$ cat src/rtl/sd_sector_loader_if.sv
// sd_sector_loader_if
//   Bundles the request, SD-controller and RAM-write signals of the sector loader.
//   The loader itself uses the slave modport. The requesting logic and the SD
//   controller/RAM side use the master modport.
//
//   Handshakes:
//     start/busy : start is a 1-cycle request. It is accepted only while busy=0.
//                  busy stays high until the cycle in which done pulses.
//     sd_rd/sd_ready : sd_rd (request) is raised only while sd_ready=1. The
//                  controller takes the request by dropping sd_ready. sd_rd
//                  falls no later than the cycle in which sd_ready is seen low.
//     sd_byte_available : a 1-cycle strobe qualifying sd_dout. It has no backpressure.
//     mem_we     : a 1-cycle write strobe qualifying mem_addr/mem_wdata. It has no backpressure.
//   dbg_state exposes the loader FSM encoding for observation.
interface sd_sector_loader_if #(
  parameter int ADDR_W = 16
);
  logic              start;
  logic [31:0]       start_sector;
  logic [15:0]       sector_count;
  logic [ADDR_W-1:0] base_addr;
  logic              busy;
  logic              done;
  logic              error;
  logic              sd_rd;
  logic [31:0]       sd_address;
  logic              sd_ready;
  logic              sd_byte_available;
  logic [7:0]        sd_dout;
  logic              mem_we;
  logic [ADDR_W-1:0] mem_addr;
  logic [7:0]        mem_wdata;
  logic [2:0]        dbg_state;

  modport slave (
    input  start, start_sector, sector_count, base_addr,
    input  sd_ready, sd_byte_available, sd_dout,
    output busy, done, error, sd_rd, sd_address,
    output mem_we, mem_addr, mem_wdata, dbg_state
  );

  modport master (
    output start, start_sector, sector_count, base_addr,
    output sd_ready, sd_byte_available, sd_dout,
    input  busy, done, error, sd_rd, sd_address,
    input  mem_we, mem_addr, mem_wdata, dbg_state
  );
endinterface

$ cat src/rtl/sd_sector_loader.sv
// sd_sector_loader
//   Multi-sector read sequencer that sits behind an SPI-mode SD card controller.
//   It issues one 512-byte block read per sector. Each received byte is written
//   sequentially into a byte-wide RAM. The loader then reports done, with error
//   set if the operation timed out.
// Ports
//   clk   : system clock. This is the same clock that the SD controller uses.
//   reset : asynchronous, active-high reset.
//   bus   : sd_sector_loader_if.slave. It carries the following groups:
//             request        : start, start_sector, sector_count, base_addr
//             status         : busy, done, error
//             SD controller  : sd_rd, sd_address, sd_ready, sd_byte_available, sd_dout
//             RAM write      : mem_we, mem_addr, mem_wdata
//             debug          : dbg_state
module sd_sector_loader #(
  parameter int ADDR_W         = 16,
  parameter int ADDR_SHIFT     = 9,
  parameter int TIMEOUT_CYCLES = 25_000_000
) (
  input logic                clk,
  input logic                reset,
  sd_sector_loader_if.slave  bus
);

  localparam int TMO_W = $clog2(TIMEOUT_CYCLES + 1);

  typedef enum logic [2:0] {
    S_IDLE  = 3'd0,
    S_WAITR = 3'd1,
    S_ISSUE = 3'd2,
    S_RECV  = 3'd3,
    S_NEXT  = 3'd4,
    S_DRAIN = 3'd5,
    S_FIN   = 3'd6
  } state_t;

  state_t            r_state;
  state_t            w_state_next;
  logic [31:0]       r_sector;
  logic [15:0]       r_remaining;
  logic [ADDR_W-1:0] r_waddr;
  logic [9:0]        r_byte_cnt;
  logic [TMO_W-1:0]  r_tmo;
  logic              r_sd_rd;
  logic [31:0]       r_sd_address;
  logic              r_mem_we;
  logic [ADDR_W-1:0] r_mem_addr;
  logic [7:0]        r_mem_wdata;
  logic              r_done;
  logic              r_error;
  logic              w_timeout;
  logic              w_tmo_run;

  assign w_timeout = (r_tmo == TMO_W'(TIMEOUT_CYCLES));
  assign w_tmo_run = (r_state == S_WAITR) || (r_state == S_ISSUE) ||
                     (r_state == S_RECV)  || (r_state == S_DRAIN);

  // State register
  always_ff @(posedge clk or posedge reset) begin
    if (reset) r_state <= S_IDLE;
    else       r_state <= w_state_next;
  end

  // Next-state logic. Timeout has priority over normal progress in every waiting state.
  always_comb begin
    w_state_next = r_state;
    case (r_state)
      S_IDLE:  if (bus.start) w_state_next = (bus.sector_count == 16'd0) ? S_FIN : S_WAITR;
      S_WAITR: if (w_timeout) w_state_next = S_FIN;
               else if (bus.sd_ready) w_state_next = S_ISSUE;
      S_ISSUE: if (w_timeout) w_state_next = S_FIN;
               else if (!bus.sd_ready) w_state_next = S_RECV;
      S_RECV:  if (w_timeout) w_state_next = S_FIN;
               else if (bus.sd_byte_available && (r_byte_cnt == 10'd511)) w_state_next = S_NEXT;
      S_NEXT:  w_state_next = (r_remaining == 16'd1) ? S_DRAIN : S_WAITR;
      S_DRAIN: if (w_timeout || bus.sd_ready) w_state_next = S_FIN;
      S_FIN:   w_state_next = S_IDLE;
      default: w_state_next = S_IDLE;
    endcase
  end

  // Datapath and registered outputs
  always_ff @(posedge clk or posedge reset) begin
    if (reset) begin
      r_sector     <= '0;
      r_remaining  <= '0;
      r_waddr      <= '0;
      r_byte_cnt   <= '0;
      r_tmo        <= '0;
      r_sd_rd      <= 1'b0;
      r_sd_address <= '0;
      r_mem_we     <= 1'b0;
      r_mem_addr   <= '0;
      r_mem_wdata  <= '0;
      r_done       <= 1'b0;
      r_error      <= 1'b0;
    end else begin
      r_mem_we <= 1'b0;
      r_done   <= 1'b0;

      // The progress watchdog restarts on any state change or any byte strobe.
      if (!w_tmo_run || (w_state_next != r_state) || bus.sd_byte_available)
        r_tmo <= '0;
      else
        r_tmo <= r_tmo + TMO_W'(1);

      case (r_state)
        S_IDLE: if (bus.start) begin
          r_sector    <= bus.start_sector;
          r_remaining <= bus.sector_count;
          r_waddr     <= bus.base_addr;
          r_error     <= 1'b0;
        end
        S_WAITR: if (w_timeout) begin
          r_error <= 1'b1;
        end else if (bus.sd_ready) begin
          r_sd_rd      <= 1'b1;
          r_sd_address <= r_sector << ADDR_SHIFT;
        end
        S_ISSUE: if (w_timeout) begin
          r_error <= 1'b1;
          r_sd_rd <= 1'b0;
        end else if (!bus.sd_ready) begin
          r_sd_rd    <= 1'b0;
          r_byte_cnt <= '0;
        end
        S_RECV: if (w_timeout) begin
          r_error <= 1'b1;
        end else if (bus.sd_byte_available) begin
          r_mem_we    <= 1'b1;
          r_mem_addr  <= r_waddr;
          r_mem_wdata <= bus.sd_dout;
          r_waddr     <= r_waddr + ADDR_W'(1);
          r_byte_cnt  <= r_byte_cnt + 10'd1;
        end
        S_NEXT: begin
          r_sector    <= r_sector + 32'd1;
          r_remaining <= r_remaining - 16'd1;
        end
        S_DRAIN: if (w_timeout) r_error <= 1'b1;
        S_FIN:   r_done <= 1'b1;
        default: ;
      endcase
    end
  end

  assign bus.busy       = (r_state != S_IDLE);
  assign bus.done       = r_done;
  assign bus.error      = r_error;
  // The request is gated with sd_ready. This drops sd_rd in the same cycle
  // that the controller takes the request, and it also drops sd_rd on reset.
  assign bus.sd_rd      = r_sd_rd & bus.sd_ready;
  assign bus.sd_address = r_sd_address;
  assign bus.mem_we     = r_mem_we;
  assign bus.mem_addr   = r_mem_addr;
  assign bus.mem_wdata  = r_mem_wdata;
  assign bus.dbg_state  = r_state;

endmodule

$ cat src/flat_wrapper.sv
// flat-port wrapper written by rule: the top's interface ports become plain ports
module sd_sector_loader_flat 
#(
  parameter int ADDR_W         = 16,
  parameter int ADDR_SHIFT     = 9,
  parameter int TIMEOUT_CYCLES = 25_000_000
)
  (clk, reset, bus_start, bus_start_sector, bus_sector_count, bus_base_addr, bus_sd_ready, bus_sd_byte_available, bus_sd_dout, bus_busy, bus_done, bus_error, bus_sd_rd, bus_sd_address, bus_mem_we, bus_mem_addr, bus_mem_wdata, bus_dbg_state);
  sd_sector_loader_if #(.ADDR_W(ADDR_W)) bus_i ();
  input logic clk;
  input logic reset;
  input wire logic [$bits(bus_i.start)-1:0] bus_start;
  input wire logic [$bits(bus_i.start_sector)-1:0] bus_start_sector;
  input wire logic [$bits(bus_i.sector_count)-1:0] bus_sector_count;
  input wire logic [$bits(bus_i.base_addr)-1:0] bus_base_addr;
  input wire logic [$bits(bus_i.sd_ready)-1:0] bus_sd_ready;
  input wire logic [$bits(bus_i.sd_byte_available)-1:0] bus_sd_byte_available;
  input wire logic [$bits(bus_i.sd_dout)-1:0] bus_sd_dout;
  output wire logic [$bits(bus_i.busy)-1:0] bus_busy;
  output wire logic [$bits(bus_i.done)-1:0] bus_done;
  output wire logic [$bits(bus_i.error)-1:0] bus_error;
  output wire logic [$bits(bus_i.sd_rd)-1:0] bus_sd_rd;
  output wire logic [$bits(bus_i.sd_address)-1:0] bus_sd_address;
  output wire logic [$bits(bus_i.mem_we)-1:0] bus_mem_we;
  output wire logic [$bits(bus_i.mem_addr)-1:0] bus_mem_addr;
  output wire logic [$bits(bus_i.mem_wdata)-1:0] bus_mem_wdata;
  output wire logic [$bits(bus_i.dbg_state)-1:0] bus_dbg_state;
  assign bus_i.start = bus_start;
  assign bus_i.start_sector = bus_start_sector;
  assign bus_i.sector_count = bus_sector_count;
  assign bus_i.base_addr = bus_base_addr;
  assign bus_i.sd_ready = bus_sd_ready;
  assign bus_i.sd_byte_available = bus_sd_byte_available;
  assign bus_i.sd_dout = bus_sd_dout;
  assign bus_busy = bus_i.busy;
  assign bus_done = bus_i.done;
  assign bus_error = bus_i.error;
  assign bus_sd_rd = bus_i.sd_rd;
  assign bus_sd_address = bus_i.sd_address;
  assign bus_mem_we = bus_i.mem_we;
  assign bus_mem_addr = bus_i.mem_addr;
  assign bus_mem_wdata = bus_i.mem_wdata;
  assign bus_dbg_state = bus_i.dbg_state;
  sd_sector_loader #(.ADDR_W(ADDR_W), .ADDR_SHIFT(ADDR_SHIFT), .TIMEOUT_CYCLES(TIMEOUT_CYCLES)) u_core (.clk(clk), .reset(reset), .bus(bus_i));
endmodule
$ cat config.mk
export PLATFORM = sky130hd
export DESIGN_NAME = sd_sector_loader_flat
export DESIGN_NICKNAME = d
export VERILOG_FILES = /design/src/rtl/sd_sector_loader_if.sv /design/src/rtl/sd_sector_loader.sv /design/src/flat_wrapper.sv
export SDC_FILE = /design/constraint.sdc
export NUM_CORES = 1
export LEC_CHECK = 0
export ABC_CLOCK_PERIOD_IN_PS = 6260
export CAP_MARGIN = 10
export CORE_MARGIN = 5
export CORE_UTILIZATION = 52
export DETAILED_ROUTE_END_ITERATION = 8
export GPL_TIMING_DRIVEN = 0
export PLACE_DENSITY = 0.8
export SETUP_SLACK_MARGIN = 0.05
export SYNTH_ARGS = -nofsm -noshare
export SYNTH_HDL_FRONTEND = slang
export SYNTH_SLANG_ARGS = --single-unit
$ cat constraint.sdc
create_clock -name clk -period 6.26 [get_ports clk]
set_input_delay 1.252 -clock clk [delete_from_list [all_inputs] [get_ports clk]]
set_output_delay 1.252 -clock clk [all_outputs]
set_load 0.02 [all_outputs]
======== After elaboration in Yosys (flattened, before gate mapping) ========
Index checks and enable logic that the tools add are counted.
Widths: inputs -> output; s select.
storage, ports and cells
  bits in registers ....................... 153
  input port bits ......................... 77
  output and inout port bits .............. 64
  logic and storage cells ................. 100
cells by class
  $add $sub $neg .......................... 5
  eq/ne operators ......................... 19
  multiplexer cells ....................... 37
  bitwise gates (word level) .............. 2
  reductions and logical operators ........ 24
operator list
  kind                   number
  $mux 16                4
  $pmux 16 s2            2
  $pmux 32 s2            1
  $mux 10                4
  $add 32x1->32 const B  1
  $mux 32                1
  $mux 3                 10
  $add 25x1->25 const B  1
  $eq 25x25->1 const B   1
  $mux 25                1
  $pmux 10 s2            1
  $pmux 3 s6             1
  $add 16x1->16 const B  1
  $eq 16x1->1 const B    1
  $logic_not 16->1       1
  $sub 16x1->16 const B  1
  $ne 2x2->1 const B     7
  $add 10x1->10 const B  1
  $eq 10x9->1 const B    1
  $mux 1                 10
  $reduce_bool 2->1      5
  $eq 3x3->1 const B     3
  $reduce_and 3->1       3
  $reduce_and 4->1       2
  16 further kinds       23

======== Depth between registers and ports, before layout ========
  word-level depth ........................ 9
  depth in mapped cells ................... 10
  mapped depth without buffers ............ 9

======== Least setup slack after synthesis ========
Ideal clock, no wire load.
  path kind ............................... input port to output port
  from .................................... input port bus_sd_ready
  to ...................................... output port bus_sd_rd
  arrival time ............................ 1,462 ps
  data required time ...................... 5,008 ps
  path slack .............................. 3,546 ps
  cell stages on the path ................. 1
  path buffers ............................ 0
  path through ............................ and2_1
between the ends
  cells in the longest elaborated chain, start to end .. 1
RTL lines
  what         line                     RTL
  from (decl)  flat_wrapper.sv:16       input wire logic [$bits(bus_i.sd_ready)-1:0] bus_sd_ready;
  $and 1x1->1  sd_sector_loader.sv:152  assign bus.sd_rd = r_sd_rd & bus.sd_ready;
  to (decl)    flat_wrapper.sv:22       output wire logic [$bits(bus_i.sd_rd)-1:0] bus_sd_rd;
No other way between the ends.

======== Final worst setup path ========
Ends and elaborated chain as after synthesis.

==> results.yml <==
floorplanning:
  dieArea_um2: 16400
  die_x_um: 128
  die_h_um: 128
  start_util_pct: 52.8
  core_area_um2: 13800
  io_pins: 141
  rows: 43
grt:
  grt_pass1_vias: 6305
  grt_use_total_pct: 23.9
  grt_pass1_wl_um: 31100
  grt_max_degree: 96
  antenna_found_initial: 0
  overflow: 0
sta:
  totalNegativeSetupSlack_ns: 0
  fin_crit_sh_pct: 62.0
  worst_pin_slew_ns: 1.01
  final_max_slew_viol_count: 0
  slew_headroom_pct: 31.8
  skew_ns: 0.00866
  fmax_mhz: 257
  setup_ws_ns: 2.38
  finalHoldViolCount: 0
  rsz0062_at_grt: "false"
  setup-violations-final: 0
  post-route-min-period_ns: 3.88
detailed_routing:
  top_layer: "met4"
  dr_wl_met2_um: 9100
  antenna_left: 0
  route.detailed.drc: 0
  drt-total-wl_um: 19400
  routedWlPerCell_um: 17.2
  vias_per_cell: 5.81
  route.vias.total: 6538
  wl_met3_um: 1480
  drt-initial-drc-count: 600
  first_pass_iters: 5
  m1WireLength_um: 8300
power:
  p_sw_mw: 1.66
  comb_power_share_pct: 38.2
  static-leakage-power_nw: 3.90
  p_clk_share_pct: 24.9
  power_density_nw_per_um2: 464
  p_seq_share_pct: 36.9
  vdd_drop_max_uv: 261
  p_int_mw: 2.70
  switching_share_pct: 38.1
critical_path:
  crit_start: "bus_sd_ready"
  arrival_ns: 2.63
  cp_slowest_stage_delay_ns: 0.62
  r2r-end: "u_core.r_waddr[4]$_DFFE_PP0P_"
  slowest_stage: "clkdlybuf4s50_1"
  path_buf_inv: 2
  worstPathCellList: "clkdlybuf4s50_1 -> and2_1 -> clkdlybuf4s50_1"
  cp.required_ns: 5.01
  critPathMaxFanout: 7
  cp-start-kind: "primary input"
  reg2reg_from: "u_core.bus.dbg_state[1]$_DFF_PP0_"
  endpoint: "bus_sd_rd"
  r2r_slack_ns: 3.45
  cp_common_cell: "clkdlybuf4s50_1"
  cp_top_family: "buffers and inverters"
  crit_type: "primary input to primary output"
  reg2regPathDepth: 7
  critPathCaptureType: "primary output"
  worstSetupPathDepth: 3
yosys:
  synth_cell_type_count: 65
  syn_area_um2: 7270
  synth_ff_type: "dfrtp_1"
  synth_compound_area_share_pct: 14.0
  synth_warnings: 0
  synth_top_family_by_area: "simple AND/OR/NAND/NOR gates"
  netlist_instances: 783
  synth_simple_gate_area_share_pct: 23.6
  ys_seq_area_share_pct: 49.6
  synth-xor-area-share_pct: 3.61
  synth_adder_area_share_pct: 1.20
  synth_edf_count: 0
  yosys_register_bits: 144
  synthMuxAreaShare_pct: 3.99
  avgSynthCellArea_um2: 9.29
  synth-async-reset-ratio_pct: 100
cells_and_area:
  fin_nets: 1017
  drive_above_1_share_pct: 10.8
  area_growth_pct: 29.5
  final_area_um2: 9410
  n_antenna_cell: 0
  n_fill_cell: 1124
run_status:
  run_status: "completed"
clock_network:
  cts_hold_buf: 0
  numCtsBuffers: 17
  cts_tree: "done"
  htree_levels: 4
  cts_root_buffer: "clkbuf_16"
  clkTransAtPathRegs_ns: 0.06
  clk_latency_ns: 0.43
  cts_setup_buffers: 0
  cts_resized: 0
  cts.sinks: 144
  cts_buffer_depth: 2
placement:
  dpl-instance-area_um2: 8780
  gp_congestion: 0.948
  dp_hpwl_um: 13700
  post-place-ws_ns: 2.39
  numPortBuffers: 122
flow_run:
  drv_cap: 0
min_path:
  hold_path.class: "flop to flop"
## worst reg2reg max path: cells and delay by family (launching register included)
family                 cells  cell delay [ns]
AOI/OAI and AO/OA          3             1.16
DFF                        1             0.38
buffers and inverters      2             0.60
and+or+nand+nor            2             0.60
## synthesized netlist by cell type, types with 2 or more instances
cell | n | area [µm²]
a211o_1 | 2 | 17.5
a211oi_1 | 3 | 22.5
a21o_1 | 2 | 15.0
a21oi_1 | 35 | 175
a221o_1 | 5 | 50.1
a22oi_1 | 2 | 15.0
a311oi_1 | 3 | 26.3
a31o_2 | 3 | 26.3
a31oi_1 | 8 | 50.1
a32oi_1 | 2 | 17.5
and2_1 | 5 | 31.3
and3_1 | 9 | 56.3
and4_1 | 6 | 52.6
and4bb_2 | 2 | 25.0
buf_2 | 4 | 20.0
buf_4 | 9 | 67.6
buf_6 | 2 | 22.5
clkbuf_1 | 27 | 101
dfrtp_1 | 144 | 3600
ha_1 | 7 | 87.6
inv_1 | 19 | 71.3
mux2_2 | 24 | 270
mux2i_1 | 2 | 20.0
nand2_1 | 132 | 495
nand2b_1 | 2 | 12.5
nand3_1 | 38 | 190
nand4_1 | 15 | 93.8
nor2_1 | 71 | 267
nor2_2 | 12 | 75.1
nor2b_1 | 5 | 31.3
nor3_1 | 23 | 115
nor4_1 | 15 | 93.8
o211ai_1 | 10 | 75.1
o21a_1 | 3 | 22.5
o21ai_0 | 43 | 215
o221a_2 | 3 | 33.8
o221ai_1 | 2 | 17.5
o22ai_1 | 9 | 56.3
o311ai_0 | 8 | 70.1
o32ai_1 | 3 | 26.3
or3_1 | 11 | 68.8
or4_1 | 2 | 15.0
xnor2_1 | 14 | 123
xor2_1 | 16 | 140
## final cells by class
class | instances | area (µm²) | share of cell area (%)
Sequential cell | 144 | 3600 | 38.3
Multi-Input combinational cell | 584 | 3410 | 36.2
Timing Repair Buffer | 123 | 1250 | 13.3
Clock buffer | 17 | 425 | 4.52
Tap cell | 180 | 225 | 2.39
Buffer | 44 | 220 | 2.34
Clock inverter | 15 | 209 | 2.22
Inverter | 19 | 76.3 | 0.811
## power groups by stage
stage                     logic, mW  clock network [mW]  registers, mW
after floorplan               0.864                   0           1.74
after global placement         1.61                   0           1.60
after detailed placement       1.65                   0           1.61
after CTS                      1.67                1.10           1.60
after global routing           1.82                1.14           1.67
final                          1.67                1.09           1.61
## logic make-up after synthesis
logic type,after synthesis
AND/OR/NAND/NOR,357
buffers and inverters,63
AO/OA/AOI/OAI,155
XOR/XNOR,30
adder cells (fa/ha/maj),7
other,1
multiplexers,26
flip-flops,144
## state kept, by name, indices dropped and copies added (netlist names), 3 cells and up
name and cells:
u_core.bus.dbg_state 3, u_core.r_byte_cnt 10, u_core.bus.mem_addr 16, u_core.bus.mem_wdata 8
u_core.bus.sd_address 23, u_core.r_remaining 16, u_core.r_waddr 16, u_core.r_sector 23
u_core.r_tmo 25
## worst min-delay path by stage
stage,startpoint,to,slack [ns],cells past startpoint
floorplan,u_core.r_waddr[13]$_DFFE_PP0P_,u_core.bus.mem_addr[13]$_DFFE_PP0P_,0.45,2
global placement,u_core.bus.mem_addr[1]$_DFFE_PP0P_,u_core.bus.mem_addr[1]$_DFFE_PP0P_,0.46,2
detailed placement,u_core.bus.mem_wdata[6]$_DFFE_PP0P_,u_core.bus.mem_wdata[6]$_DFFE_PP0P_,0.46,2
CTS,u_core.bus.mem_wdata[6]$_DFFE_PP0P_,u_core.bus.mem_wdata[6]$_DFFE_PP0P_,0.48,2
global route,u_core.bus.mem_addr[5]$_DFFE_PP0P_,u_core.bus.mem_addr[5]$_DFFE_PP0P_,0.51,2
finish,u_core.bus.mem_wdata[6]$_DFFE_PP0P_,u_core.bus.mem_wdata[6]$_DFFE_PP0P_,0.47,2
## cells in the final DEF (no fill, tap or decap), drive strengths merged, types with 7 or more instances in the layout
cell type	Yosys	routed
dfrtp	144	144
nand2	132	132
clkdlybuf4s50	0	122
nor2	83	83
clkbuf	28	45
o21ai	43	43
nand3	38	38
a21oi	36	36
mux2	24	24
nor3	23	23
inv	19	22
buf	16	17
xor2	16	16
nor4	16	16
nand4	15	15
xnor2	14	14
or3	11	11
o211ai	10	10
and3	10	10
o22ai	9	9
conb	1	9
a31oi	8	8
o311ai	8	8
ha	7	7
and4	7	7
## metrics by stage
stage,hold WS [ns],power [mW],utilization [%],cells
global route,0.505,4.63,68.4,1126
CTS,0.478,4.37,68.4,1126
global placement,0.457,3.21,63.5,1093
detailed placement,0.462,3.26,63.7,1094
floorplan,0.455,2.60,-,791
finish,0.473,4.36,68.4,1126
## per-layer routing
layer	global-route usage (%)	vias up
met3	4.75	40
met1	32.5	3122
met2	37.6	281
met4	9.43	0
li1	-	3095
met5	0	-
(Power assumes the default switching activity.)
